### src/rtl/ni_packetizer_if.sv
// node_pkg / node_port: flit types and the flit/enable/ack link between a
// source and a node input port.
//   node_pkg  : addr_t, flit_type_e, payload_t, control_hdr_t, flit_t
//   node_port : flit, enable (source -> node), ack (node -> source)
//               modport up   : the sending side
//               modport down : the receiving side
package node_pkg;

    typedef struct packed {
        logic [1:0] x;
        logic [1:0] y;
    } addr_t;

    typedef enum logic [1:0] {
        HEADER = 2'd0,
        BODY   = 2'd1,
        TAIL   = 2'd2
    } flit_type_e;

    typedef logic [15:0] payload_t;

    typedef struct packed {
        addr_t      dst_addr;
        addr_t      src_addr;
        logic [7:0] rsvd;
    } control_hdr_t;

    typedef struct packed {
        flit_type_e flit_type;
        payload_t   payload;
    } flit_t;

endpackage

interface node_port;
    node_pkg::flit_t flit;
    logic            enable;
    logic            ack;

    modport up   (output flit, output enable, input ack);
    modport down (input flit, input enable, output ack);
endinterface

### src/rtl/ni_packetizer.sv
// ni_packetizer: turns a message (destination + up to MAX_BODY words) into a
// HEADER / BODY... / TAIL flit sequence on a node_port.up link.
// Ports:
//   clk, rst     clock; asynchronous active-high reset
//   msg_valid    message offered
//   msg_ready    message can be accepted (IDLE only)
//   msg_dst      destination node address
//   msg_len      number of BODY flits, clamped to MAX_BODY
//   msg_data     body words, word k in bits [k*PW +: PW]
//   port         flit/enable out, ack in
//   pkt_sent     one-cycle pulse after a TAIL flit is accepted
//   err_self     one-cycle pulse after a self-addressed message is dropped
//   busy         high while not in IDLE
module ni_packetizer #(
    parameter int  SRC_X    = 1,
    parameter int  SRC_Y    = 1,
    parameter int  MAX_BODY = 4,
    localparam int PW       = $bits(node_pkg::payload_t),
    localparam int LW       = $clog2(MAX_BODY + 1)
) (
    input  logic                   clk,
    input  logic                   rst,
    input  logic                   msg_valid,
    output logic                   msg_ready,
    input  node_pkg::addr_t        msg_dst,
    input  logic [LW-1:0]          msg_len,
    input  logic [MAX_BODY*PW-1:0] msg_data,
    node_port.up                   port,
    output logic                   pkt_sent,
    output logic                   err_self,
    output logic                   busy
);

    typedef enum logic [1:0] {
        IDLE = 2'd0,
        HEAD = 2'd1,
        BODY = 2'd2,
        TAIL = 2'd3
    } state_e;

    localparam logic [1:0]    SRC_X_A = 2'(SRC_X);
    localparam logic [1:0]    SRC_Y_A = 2'(SRC_Y);
    localparam logic [LW-1:0] MAX_L   = LW'(MAX_BODY);

    state_e                 state_q, state_d;
    logic [LW-1:0]          idx_q, idx_d;
    logic [LW-1:0]          len_q, len_d;
    node_pkg::addr_t        dst_q, dst_d;
    logic [MAX_BODY*PW-1:0] data_q, data_d;
    logic                   pkt_sent_q, pkt_sent_d;
    logic                   err_self_q, err_self_d;

    logic [LW-1:0]          len_clamped;
    node_pkg::payload_t     body_word;
    node_pkg::control_hdr_t hdr;

    always_ff @(posedge clk or posedge rst) begin
        if (rst) begin
            state_q    <= IDLE;
            idx_q      <= '0;
            len_q      <= '0;
            dst_q      <= '0;
            data_q     <= '0;
            pkt_sent_q <= 1'b0;
            err_self_q <= 1'b0;
        end else begin
            state_q    <= state_d;
            idx_q      <= idx_d;
            len_q      <= len_d;
            dst_q      <= dst_d;
            data_q     <= data_d;
            pkt_sent_q <= pkt_sent_d;
            err_self_q <= err_self_d;
        end
    end

    assign len_clamped = (msg_len > MAX_L) ? MAX_L : msg_len;

    always_comb begin
        state_d    = state_q;
        idx_d      = idx_q;
        len_d      = len_q;
        dst_d      = dst_q;
        data_d     = data_q;
        pkt_sent_d = 1'b0;
        err_self_d = 1'b0;
        case (state_q)
            IDLE: begin
                if (msg_valid) begin
                    dst_d  = msg_dst;
                    data_d = msg_data;
                    len_d  = len_clamped;
                    idx_d  = '0;
                    if (msg_dst.x == SRC_X_A && msg_dst.y == SRC_Y_A) begin
                        err_self_d = 1'b1;
                    end else begin
                        state_d = HEAD;
                    end
                end
            end
            HEAD: begin
                if (port.ack) begin
                    idx_d   = '0;
                    state_d = (len_q != '0) ? BODY : TAIL;
                end
            end
            BODY: begin
                if (port.ack) begin
                    if (idx_q == len_q - LW'(1)) begin
                        state_d = TAIL;
                    end else begin
                        idx_d = idx_q + LW'(1);
                    end
                end
            end
            TAIL: begin
                if (port.ack) begin
                    pkt_sent_d = 1'b1;
                    state_d    = IDLE;
                end
            end
            default: state_d = IDLE;
        endcase
    end

    always_comb begin
        body_word = '0;
        for (int unsigned k = 0; k < MAX_BODY; k++) begin
            if (idx_q == LW'(k)) begin
                body_word = data_q[k*PW +: PW];
            end
        end
    end

    // Outputs decode from registered state only, so ack never reaches them
    // combinationally. IDLE shows BODY/0 because the node looks at
    // flit_type even while enable is low.
    always_comb begin
        hdr          = '0;
        hdr.dst_addr = dst_q;
        port.enable  = (state_q != IDLE);
        port.flit    = '{flit_type: node_pkg::BODY, payload: '0};
        case (state_q)
            HEAD:    port.flit = '{flit_type: node_pkg::HEADER, payload: hdr};
            BODY:    port.flit = '{flit_type: node_pkg::BODY, payload: body_word};
            TAIL:    port.flit = '{flit_type: node_pkg::TAIL, payload: '0};
            default: port.flit = '{flit_type: node_pkg::BODY, payload: '0};
        endcase
    end

    assign msg_ready = (state_q == IDLE);
    assign busy      = (state_q != IDLE);
    assign pkt_sent  = pkt_sent_q;
    assign err_self  = err_self_q;

endmodule

### src/flat_wrapper.sv
// flat-port wrapper written by rule: the top's interface ports become plain ports
module ni_packetizer_flat 
#(
    parameter int  SRC_X    = 1,
    parameter int  SRC_Y    = 1,
    parameter int  MAX_BODY = 4,
    localparam int PW       = $bits(node_pkg::payload_t),
    localparam int LW       = $clog2(MAX_BODY + 1)
)
  (clk, rst, msg_valid, msg_ready, msg_dst, msg_len, msg_data, pkt_sent, err_self, busy, port_flit, port_enable, port_ack);
  node_port port_i ();
  input  logic clk;
  input  logic rst;
  input  logic msg_valid;
  output logic msg_ready;
  input  node_pkg::addr_t msg_dst;
  input  logic [LW-1:0] msg_len;
  input  logic [MAX_BODY*PW-1:0] msg_data;
  output logic pkt_sent;
  output logic err_self;
  output logic busy;
  output wire logic [$bits(port_i.flit)-1:0] port_flit;
  output wire logic [$bits(port_i.enable)-1:0] port_enable;
  input wire logic [$bits(port_i.ack)-1:0] port_ack;
  assign port_flit = port_i.flit;
  assign port_enable = port_i.enable;
  assign port_i.ack = port_ack;
  ni_packetizer #(.SRC_X(SRC_X), .SRC_Y(SRC_Y), .MAX_BODY(MAX_BODY)) u_core (.clk(clk), .rst(rst), .msg_valid(msg_valid), .msg_ready(msg_ready), .msg_dst(msg_dst), .msg_len(msg_len), .msg_data(msg_data), .port(port_i), .pkt_sent(pkt_sent), .err_self(err_self), .busy(busy));
endmodule
### config.mk
export PLATFORM = sky130hd
export DESIGN_NAME = ni_packetizer_flat
export DESIGN_NICKNAME = d
export VERILOG_FILES = /design/src/rtl/ni_packetizer_if.sv /design/src/rtl/ni_packetizer.sv /design/src/flat_wrapper.sv
export SDC_FILE = /design/constraint.sdc
export NUM_CORES = 1
export LEC_CHECK = 0
export CAP_MARGIN = 20
export CORE_UTILIZATION = 35
export DETAILED_ROUTE_END_ITERATION = 12
export GPL_ROUTABILITY_DRIVEN = 0
export GPL_TIMING_DRIVEN = 0
export MAX_ROUTING_LAYER = met4
export SYNTH_ARGS = -nofsm -noshare
export SYNTH_HDL_FRONTEND = slang
export SYNTH_SLANG_ARGS = --single-unit
### constraint.sdc
create_clock -name clk -period 3.2 [get_ports clk]
set_input_delay 0.64 -clock clk [delete_from_list [all_inputs] [get_ports clk]]
set_output_delay 0.64 -clock clk [all_outputs]
set_load 0.05 [all_outputs]
Word level (Yosys, flattened, before mapping)
Index checks and enable logic that the tools add are counted.
{"block": "totals", "register_bits": 78, "latch_bits": 0, "mem_bits_rw": 0, "rom_bits": 0, "inputBits": 75, "output_inout_bits": 23, "word_cells": 60, "memories": 0}
{"block": "op_classes", "n_addsub": 2, "n_mul": 0, "div": 0, "order_cmp": 1, "n_eq_ne": 16, "shifts": 0, "n_mux": 24, "n_bitwise": 0, "n_reduce_logical": 9}
{"cell": "two-way mux 16 bit", "count": 4}
{"cell": "case mux 18 bit (3 select lines)", "count": 1}
{"cell": "two-way mux 3 bit", "count": 5}
{"cell": "two-way mux 2 bit", "count": 6}
{"cell": "inequality test 2 bit, second input constant", "count": 6}
{"cell": "case mux 3 bit (3 select lines)", "count": 1}
{"cell": "case mux 2 bit (4 select lines)", "count": 1}
{"cell": "equality test 2 x 1 -> 1 bit, second input constant", "count": 3}
{"cell": "equality test 3 x 2 -> 1 bit, second input constant", "count": 2}
{"cell": "two-way mux 1 bit", "count": 6}
{"cell": "AND reduction 6 bit", "count": 1}
{"cell": "nonzero test 3 bit", "count": 2}
{"cell": "AND reduction 5 bit", "count": 1}
{"cell": "equality test 2 bit, second input constant", "count": 2}
{"cell": "adder 3 x 1 -> 3 bit, second input constant", "count": 1}
{"cell": "equality test 3 x 1 -> 1 bit, second input constant", "count": 1}
{"cell": "equality test 3 bit", "count": 1}
{"cell": "greater-than comparator 3 bit, second input constant", "count": 1}
{"cell": "zero test 3 bit", "count": 1}
{"cell": "subtractor 3 x 1 -> 3 bit, second input constant", "count": 1}
{"cell": "zero test 2 bit", "count": 1}
{"cell": "inequality test 2 x 1 -> 1 bit, second input constant", "count": 1}
{"cell": "AND reduction 2 bit", "count": 1}
{"cell": "nonzero test 2 bit", "count": 1}
{"cell": "logical AND 1 bit", "count": 1}

Longest topological paths before layout
{"block": "depth", "depth_word": 6, "ltp_mapped": 8, "mapped_depth_nobuf": 6}

Worst setup path after synthesis
Ideal clock, no wire load.
{"block": "synth_timing", "kind": "register to output", "from": "register u_core.idx_q[1]", "to": "output port_flit[10]", "t_arrival_ns": 2.228, "t_required_ns": 2.560, "slack_ns": 0.332, "path_stages_with_launch": 8, "n_path_buf": 1, "cell_sequence": "dfrtp_1 inv_1 ha_1 nor3b_2 buf_2 a221o_1 o21ai_0 o22ai_1"}
{"block": "synth_via", "elab_chain_cells": 6, "word_cells_on_any_way": 9, "cone_classes": "eq/ne (3); mux (5); reduce/logical (1)"}
{"element": "start: declaration", "line": "ni_packetizer.sv:46", "rtl": "logic [LW-1:0] idx_q, idx_d;"}
{"element": "start signal: assignment", "line": "ni_packetizer.sv:68", "rtl": "idx_q <= idx_d;"}
{"element": "zero test 3 bit", "line": "ni_packetizer.sv:129", "rtl": "if (idx_q == LW'(k)) begin"}
{"element": "two-way mux 16 bit (3 in a row)", "line": "ni_packetizer.sv:129"}
{"element": "two-way mux 16 bit (*)", "line": "ni_packetizer.sv:129"}
{"element": "case mux 18 bit (3 select lines) (*)", "line": "ni_packetizer.sv:143", "rtl": "case (state_q)"}
{"element": "end: declaration", "line": "flat_wrapper.sv:22", "rtl": "output wire logic [$bits(port_i.flit)-1:0] port_flit;"}
Mark *: on every way between the ends. The rest lies on a longest branch, timed or not.

Worst setup path in the final report
{"block": "layout_timing", "from": "register u_core.idx_q[1]", "to": "output port_flit[9]"}
The elaborated chain is that of the path after synthesis.

==> flow_summary.toml <==
[outcome]
status = "completed"

[floorplanning]
die_x_um = 106
initial_utilization_pct = 36.6
dieArea_um2 = 11300
num_io_pins = 98
core-area_um2 = 10400
num_rows = 37
die-height_um = 106

[timing]
finalCritPeriodShare_pct = 95.5
max_freq_ghz = 0.327
setup_slack_ns = 0.145
slew_viol_final = 0
worstMarginPinSlew_ns = 0.577
layout_min_cycle_time_ns = 3.06
slew_headroom_pct = 61.5
rsz0062_at_grt = "false"
setup_viol = 0
finalClockSkew_ns = 0.00759
hold_violations = 0

[synthesis]
synth-simple-area-share_pct = 6.08
synth_area_um2 = 3810
synth.yosys.seq_area_share_pct = 51.3
ys.flop_type = "dfrtp_1"
avgSynthCellArea_um2 = 12.5
ys_types = 39
yosysWarnings = 0
synthAdderAreaFrac_pct = 4.27
syn-num-nets = 393
synth-compound-area-share_pct = 12.4
synth_top_family_by_area = "multiplexers"
synth_edf_count = 0
syn_inst = 305
muxShareOfSynthArea_pct = 21.1
synth-seq-cells = 78
synth_xor_area_share_pct = 1.08
async_flop_share_pct = 100

[power]
p_sw_share_pct = 39.9
vdd_drop_max_mv = 0.374
power_density_nw_per_um2 = 973
switchingPower_uw = 2000
power_frac_clock_pct = 14.6
pwr-share-seq_pct = 34.8
p_total_uw = 5000
p_leak_uw = 0.00218
combinationalPowerShare_pct = 50.6
p_int_uw = 3010

[setup_path]
startpoint_type = "register"
startpoint = "u_core.idx_q[1]"
worst-setup-path-type = "register to primary output"
end_kind = "primary output"
reg2reg_depth = 6
timing.rr.end = "u_core.data_q[5]"
cp_common_cell = "buf_4"
cp_slowest_cell = "dfrtp_1"
crit_required_ns = 2.56
worstReg2RegStart = "u_core.state_q[1]"
crit_path_cell_trace = "inv_1 -> ha_1 -> nor2b_1 -> clkbuf_2 -> buf_4 -> a221o_1 -> o21ai_0 -> o22ai_1 -> buf_4"
slowest_delay_ns = 0.45
reg2reg_slack_ns = 0.99
arrival_ns = 2.42
crit_fanout = 10
crit_path_end = "port_flit[9]"

[route]
wl_per_cell_um = 17.1
drc = 0
drtAntennaViolNets = 0
vias = 2764
wirelength_mm = 9.51
vias_per_cell = 4.98
drt_iter0_markers = 90
first_pass_iters = 4

[clocking]
cts.sinks = 78
cts_buffer_depth = 2
cts_buffers = 9
clock_latency_ns = 0.36
htreeDepth = 3
cts-root-buf = "clkbuf_8"
cts_hold_buffers = 0
clkSlewWorstSetupHoldPaths_ns = 0.08
cts_tree = "done"

[place]
hpwl_mm = 7.17
io_buffers = 97
placed_area_um2 = 4980
place_ws_ns = -0.226

[layout]
syn2layout_area_growth_pct = 35.1
final_common_cell = "clkdlybuf4s50_1"
drive_gt1_share_pct = 30.5
design_area_um2 = 5140
num-nets-final = 503
n_antenna_cell = 0
layout_common_cells = "clkdlybuf4s50_1, dfrtp_1, mux2_2, nand2_1, o21ai_0"

[global_routing]
grt_pass1_wl_mm = 15.3
grt_max_degree = 53
antenna_found_initial = 0
grtUsageTotal_pct = 18.5
grt_pass1_vias = 2930
grt_overflow = 0

[worst_hold_path]
min_path_type = "register to register"

[flow_run]
drv_cap = 0
==> Yosys cell counts, drive strengths merged (5+ instances only) <==
library cell | n | share of area [%]
a21oi | 8 | 1.1
a221o | 12 | 3.2
a2bb2oi | 5 | 1.2
buf | 10 | 1.5
clkbuf | 11 | 1.1
dfrtp | 78 | 51
ha | 13 | 4.3
inv | 12 | 1.2
mux2 | 71 | 21
nand2 | 17 | 1.7
nand2b | 6 | 0.99
o21ai | 18 | 2.4
o22ai | 12 | 2.0
==> final cells by class <==
class                   instances  area [um2]
plain buffers                  20         113
flip-flops and latches         78        1950
well taps                     136         170
clock inverters                 6        62.6
inverters                      12        47.5
fillers                       980        5270
multi-input cells             194        1720
clock buffers                   9         124
repair buffers                100         958
==> power groups by stage <==
stage	clock (uW)	sequential, uW	combinational [uW]
final	732	1740	2530
after global routing	779	1800	2720
after CTS	747	1730	2480
after detailed placement	0	1760	2520
after global placement	0	1730	2480
after floorplan	0	1670	1830
==> how the worst min path moves through the flow <==
stage                            startpoint                end  slack, ns  depth (start not counted)
after floorplan             u_core.len_q[1]    u_core.len_q[1]       0.45                          2
after global placement      u_core.len_q[1]    u_core.len_q[1]       0.48                          2
after detailed placement    u_core.len_q[1]    u_core.len_q[1]       0.49                          2
after CTS                 u_core.data_q[32]  u_core.data_q[32]       0.51                          1
after global routing      u_core.data_q[57]  u_core.data_q[57]       0.52                          1
final                       u_core.len_q[1]    u_core.len_q[1]       0.51                          2
==> timing repair <==
action                                  4_1_cts  5_1_grt
resized for setup                            82       22
setup buffers                                 0        2
endpoints found under the setup margin       16       16
pin swaps                                     0        2
==> per-stage QoR <==
step	std cells	TNS, ns	hold WS, ns	utilization (%)
4_1_cts	554	0	0.507	49.1
2_1_floorplan	305	0	0.450	-
3_3_place_gp	538	-65.95	0.475	47.5
6_report	555	0	0.507	49.4
5_1_grt	555	0	0.522	49.4
3_5_place_dp	539	-2.66	0.485	47.8
==> cell families after synthesis <==
kind of cell / after synthesis
xor gates and xnor gates: 3
and+or+nand+nor: 41
muxes: 71
DFF: 78
adders and majority gates: 13
AOI/OAI and AO/OA: 66
buffers and inverters: 33
==> state kept, by name, indices dropped and copies added (netlist names) <==
name / flops
u_core.data_q: 64
u_core.len_q: 3
u_core.dst_q: 4
u_core.idx_q: 3
u_core.state_q: 2
u_core.err_self: 1
u_core.pkt_sent: 1
==> layer usage <==
metal | GRT usage, % | routed length (um) | vias up
met1 | 25.1 | 4560 | 1365
li1 | - | - | 1323
met2 | 27.7 | 4460 | 69
met3 | 2.58 | 374 | 7
met4 | 7.44 | 112 | 0
met5 | - | 0 | -
==> critical path, delay by kind of cell, from the launching register on <==
kind | cells | cell delay [ns]
adder cells (fa/ha/maj) | 1 | 0.21
buffers and inverters | 4 | 0.75
AND/OR/NAND/NOR | 1 | 0.15
flip-flops | 1 | 0.45
AO/OA/AOI/OAI | 3 | 0.51
No activity file was read; power rests on OpenSTA's default activity.
==> RTL change: new RTL, same flow settings <==
`MAX_BODY` is set to 4 in 2 places; all go to 8.
--- a/src/rtl/ni_packetizer.sv
+++ b/src/rtl/ni_packetizer.sv
@@ -14,7 +14,7 @@
 module ni_packetizer #(
     parameter int  SRC_X    = 1,
     parameter int  SRC_Y    = 1,
-    parameter int  MAX_BODY = 4,
+    parameter int  MAX_BODY = 8,
     localparam int PW       = $bits(node_pkg::payload_t),
     localparam int LW       = $clog2(MAX_BODY + 1)
 ) (
--- a/src/flat_wrapper.sv
+++ b/src/flat_wrapper.sv
@@ -3,7 +3,7 @@
 #(
     parameter int  SRC_X    = 1,
     parameter int  SRC_Y    = 1,
-    parameter int  MAX_BODY = 4,
+    parameter int  MAX_BODY = 8,
     localparam int PW       = $bits(node_pkg::payload_t),
     localparam int LW       = $clog2(MAX_BODY + 1)
 )
Ports: changed (resized msg_data and msg_len); port bits go from 98 to 163. The function was not compared with the original's and may differ.
==> RTL change against the original RTL <==
Power up 88%; worst hold slack about the same; cell area up 89%; global-route usage up 3.3 points; sequential cell count up 66; area after synthesis up 81%; worst setup slack worse by 120 ps; routed wire length up 120%.
==> RTL change: results (changes against the original RTL) <==
| Metric | Value |
|---|---|
| Avg Cell Area, Syn | 12.0 µm² (was 12.5 µm²) |
| Hold EP | u_core.data_q[46] (was u_core.len_q[1]) |
| Iteration-0 DRC Markers | 326 (was 90) |
| Internal power | 5.94 mW (was 3.01 mW) |
| Seq/Total Area, Yosys | 52.4% (was 51.3%) |
| Fin Hold WS | 506 ps (was 507 ps) |
| Post-CTS setup buffer count | 6 (was 0) |
| Root Buffer | clkbuf_16 (was clkbuf_8) |
| Largest vdd supply drop | 0.000610 V (was 0.000374 V) |
| Fillcell total | 1699 (was 980) |
| Drt via density | 5.25 (was 4.98) |
| Latest clock arrival within the worst-skew pair | 420 ps (was 360 ps) |
| Reg2reg start | u_core.state_q[0] (was u_core.state_q[1]) |
| Maximum fanout along the worst path | 5 (was 10) |
| Status | completed (unchanged) |
| Worst-Margin Slew | 856 ps (was 577 ps) |
| Yosys cell types | 43 (was 39) |
| Global Route Usage Sum | 21.8% (was 18.5%) |
| Fraction of layout cells with a size suffix above 1 | 31.9% (was 30.5%) |
| Post-CTS sizing | 137 (was 82) |
| LEAKAGE | 4.08 nW (was 2.18 nW) |
| Pre-antenna DRT Iters | 5 (was 4) |
| IO Port Bufs | 162 (was 97) |
| R2r setup slk | 860 ps (was 990 ps) |
| Top cells by area, synth | dfrtp_1, mux2_2, a21oi_1, nand2_1, a221oi_1 (was dfrtp_1, mux2_2, ha_1, a221o_1, o21ai_0) |
| Nets | 912 (was 503) |
| DP Worst Slack | -658 ps (was -226 ps) |
| Hold Startpoint | u_core.data_q[46] (was u_core.len_q[1]) |
| Total CTS buffers | 17 (was 9) |
| Hold depth | 1 (was 2) |
| Layout Skew | 5.25 ps (was 7.59 ps) |
| Largest net degree at the start of global routing | 42 (was 53) |
| First-pass GRT wire length | 31400 µm (was 15300 µm) |
| WL/cell | 20.0 µm (was 17.1 µm) |
| Clock-pin slew on the worst setup and hold paths | 60 ps (was 80 ps) |
| H-tree level count | 4 (was 3) |
| Mapped Nets | 722 (was 393) |
| CP peak stage delay | 410 ps (was 450 ps) |
| Final wirelength | 20700 µm (was 9510 µm) |
| Max reg flops | 128 (was 64) |
| HPWL Detailed | 15800 µm (was 7170 µm) |
| Inst Count DP | 997 (was 539) |
-- RTL change: cell count changes in the layout (fill, tap and decap cells not counted), sizes merged, moves of 13 or more --
cell / before / now
nand2: 17 / 47
a21oi: 8 / 36
a221oi: 0 / 16
dfrtp: 78 / 144
mux2: 71 / 134
clkdlybuf4s50: 81 / 145
buf: 23 / 53
clkbuf: 24 / 40
o21ai: 18 / 5
a31oi: 0 / 21
-- RTL change: cell families (layout without fill, tap and decap cells) --
family	after synthesis	after routing	synth area share [%]
AOI/OAI and AO/OA	127	127	12.7
xor gates and xnor gates	6	6	0.763
adders and majority gates	10	10	1.82
buffers and inverters	55	257	3.47
DFF	144	144	52.4
muxes	135	135	22.1
and+or+nand+nor	95	95	6.82
-- RTL change: through the flow --
| step | total power, mW | area (µm²) |
|---|---|---|
| floorplan | 5.83 | 6890 |
| global placement | 7.02 | 8830 |
| detailed placement | 7.16 | 8890 |
| CTS | 9.27 | 9570 |
| global route | 9.84 | 9700 |
| finish | 9.38 | 9700 |
-- RTL change: area by class of cell --
| cell class | count | area [µm²] | area share, % |
|---|---|---|---|
| Multi-Input combinational cell | 373 | 3180 | 32.7 |
| Clock inverter | 5 | 52.6 | 0.542 |
| Sequential cell | 144 | 3600 | 37.2 |
| Tap cell | 260 | 325 | 3.35 |
| Buffer | 40 | 240 | 2.48 |
| Timing Repair Buffer | 173 | 1740 | 17.9 |
| Inverter | 13 | 52.6 | 0.542 |
| Clock buffer | 26 | 509 | 5.25 |
-- RTL change: worst max path at each step --
stage / depth (start not counted) / endpoint / slack, ps / start
2_1_floorplan: 9 / port_flit[10] / 140 / u_core.idx_q[0]
3_3_place_gp: 9 / port_flit[4] / -650 / u_core.idx_q[1]
3_5_place_dp: 9 / port_flit[4] / -660 / u_core.idx_q[1]
4_1_cts: 9 / port_flit[6] / -10 / u_core.idx_q[1]
5_1_grt: 9 / port_flit[11] / -70 / u_core.idx_q[1]
6_report: 9 / port_flit[10] / 30 / u_core.idx_q[1]
-- RTL change: worst max-delay path, delay by kind of cell (launching register included) --
family	cells	cell delay, ps
flip-flops	1	410
adder cells (fa/ha/maj)	1	160
AO/OA/AOI/OAI	3	600
buffers and inverters	3	460
AND/OR/NAND/NOR	2	480
-- RTL change: routing by layer --
layer / vias up / part of all wire [%] / GRT usage [%]
met5: - / 0 / -
met4: 0 / 2.7 / 9.56
met3: 32 / 4.3 / 2.96
met2: 175 / 52 / 36.5
met1: 2746 / 41 / 26.2
li1: 2479 / - / -
-- RTL change: power groups by stage --
stage                     Clock, mW  Combinational (mW)  Sequential [mW]
final                          1.87                4.20             3.31
after global routing           1.98                4.47             3.39
after CTS                      1.90                4.09             3.28
after detailed placement          0                3.87             3.29
after global placement            0                3.76             3.26
after floorplan                   0                2.72             3.11
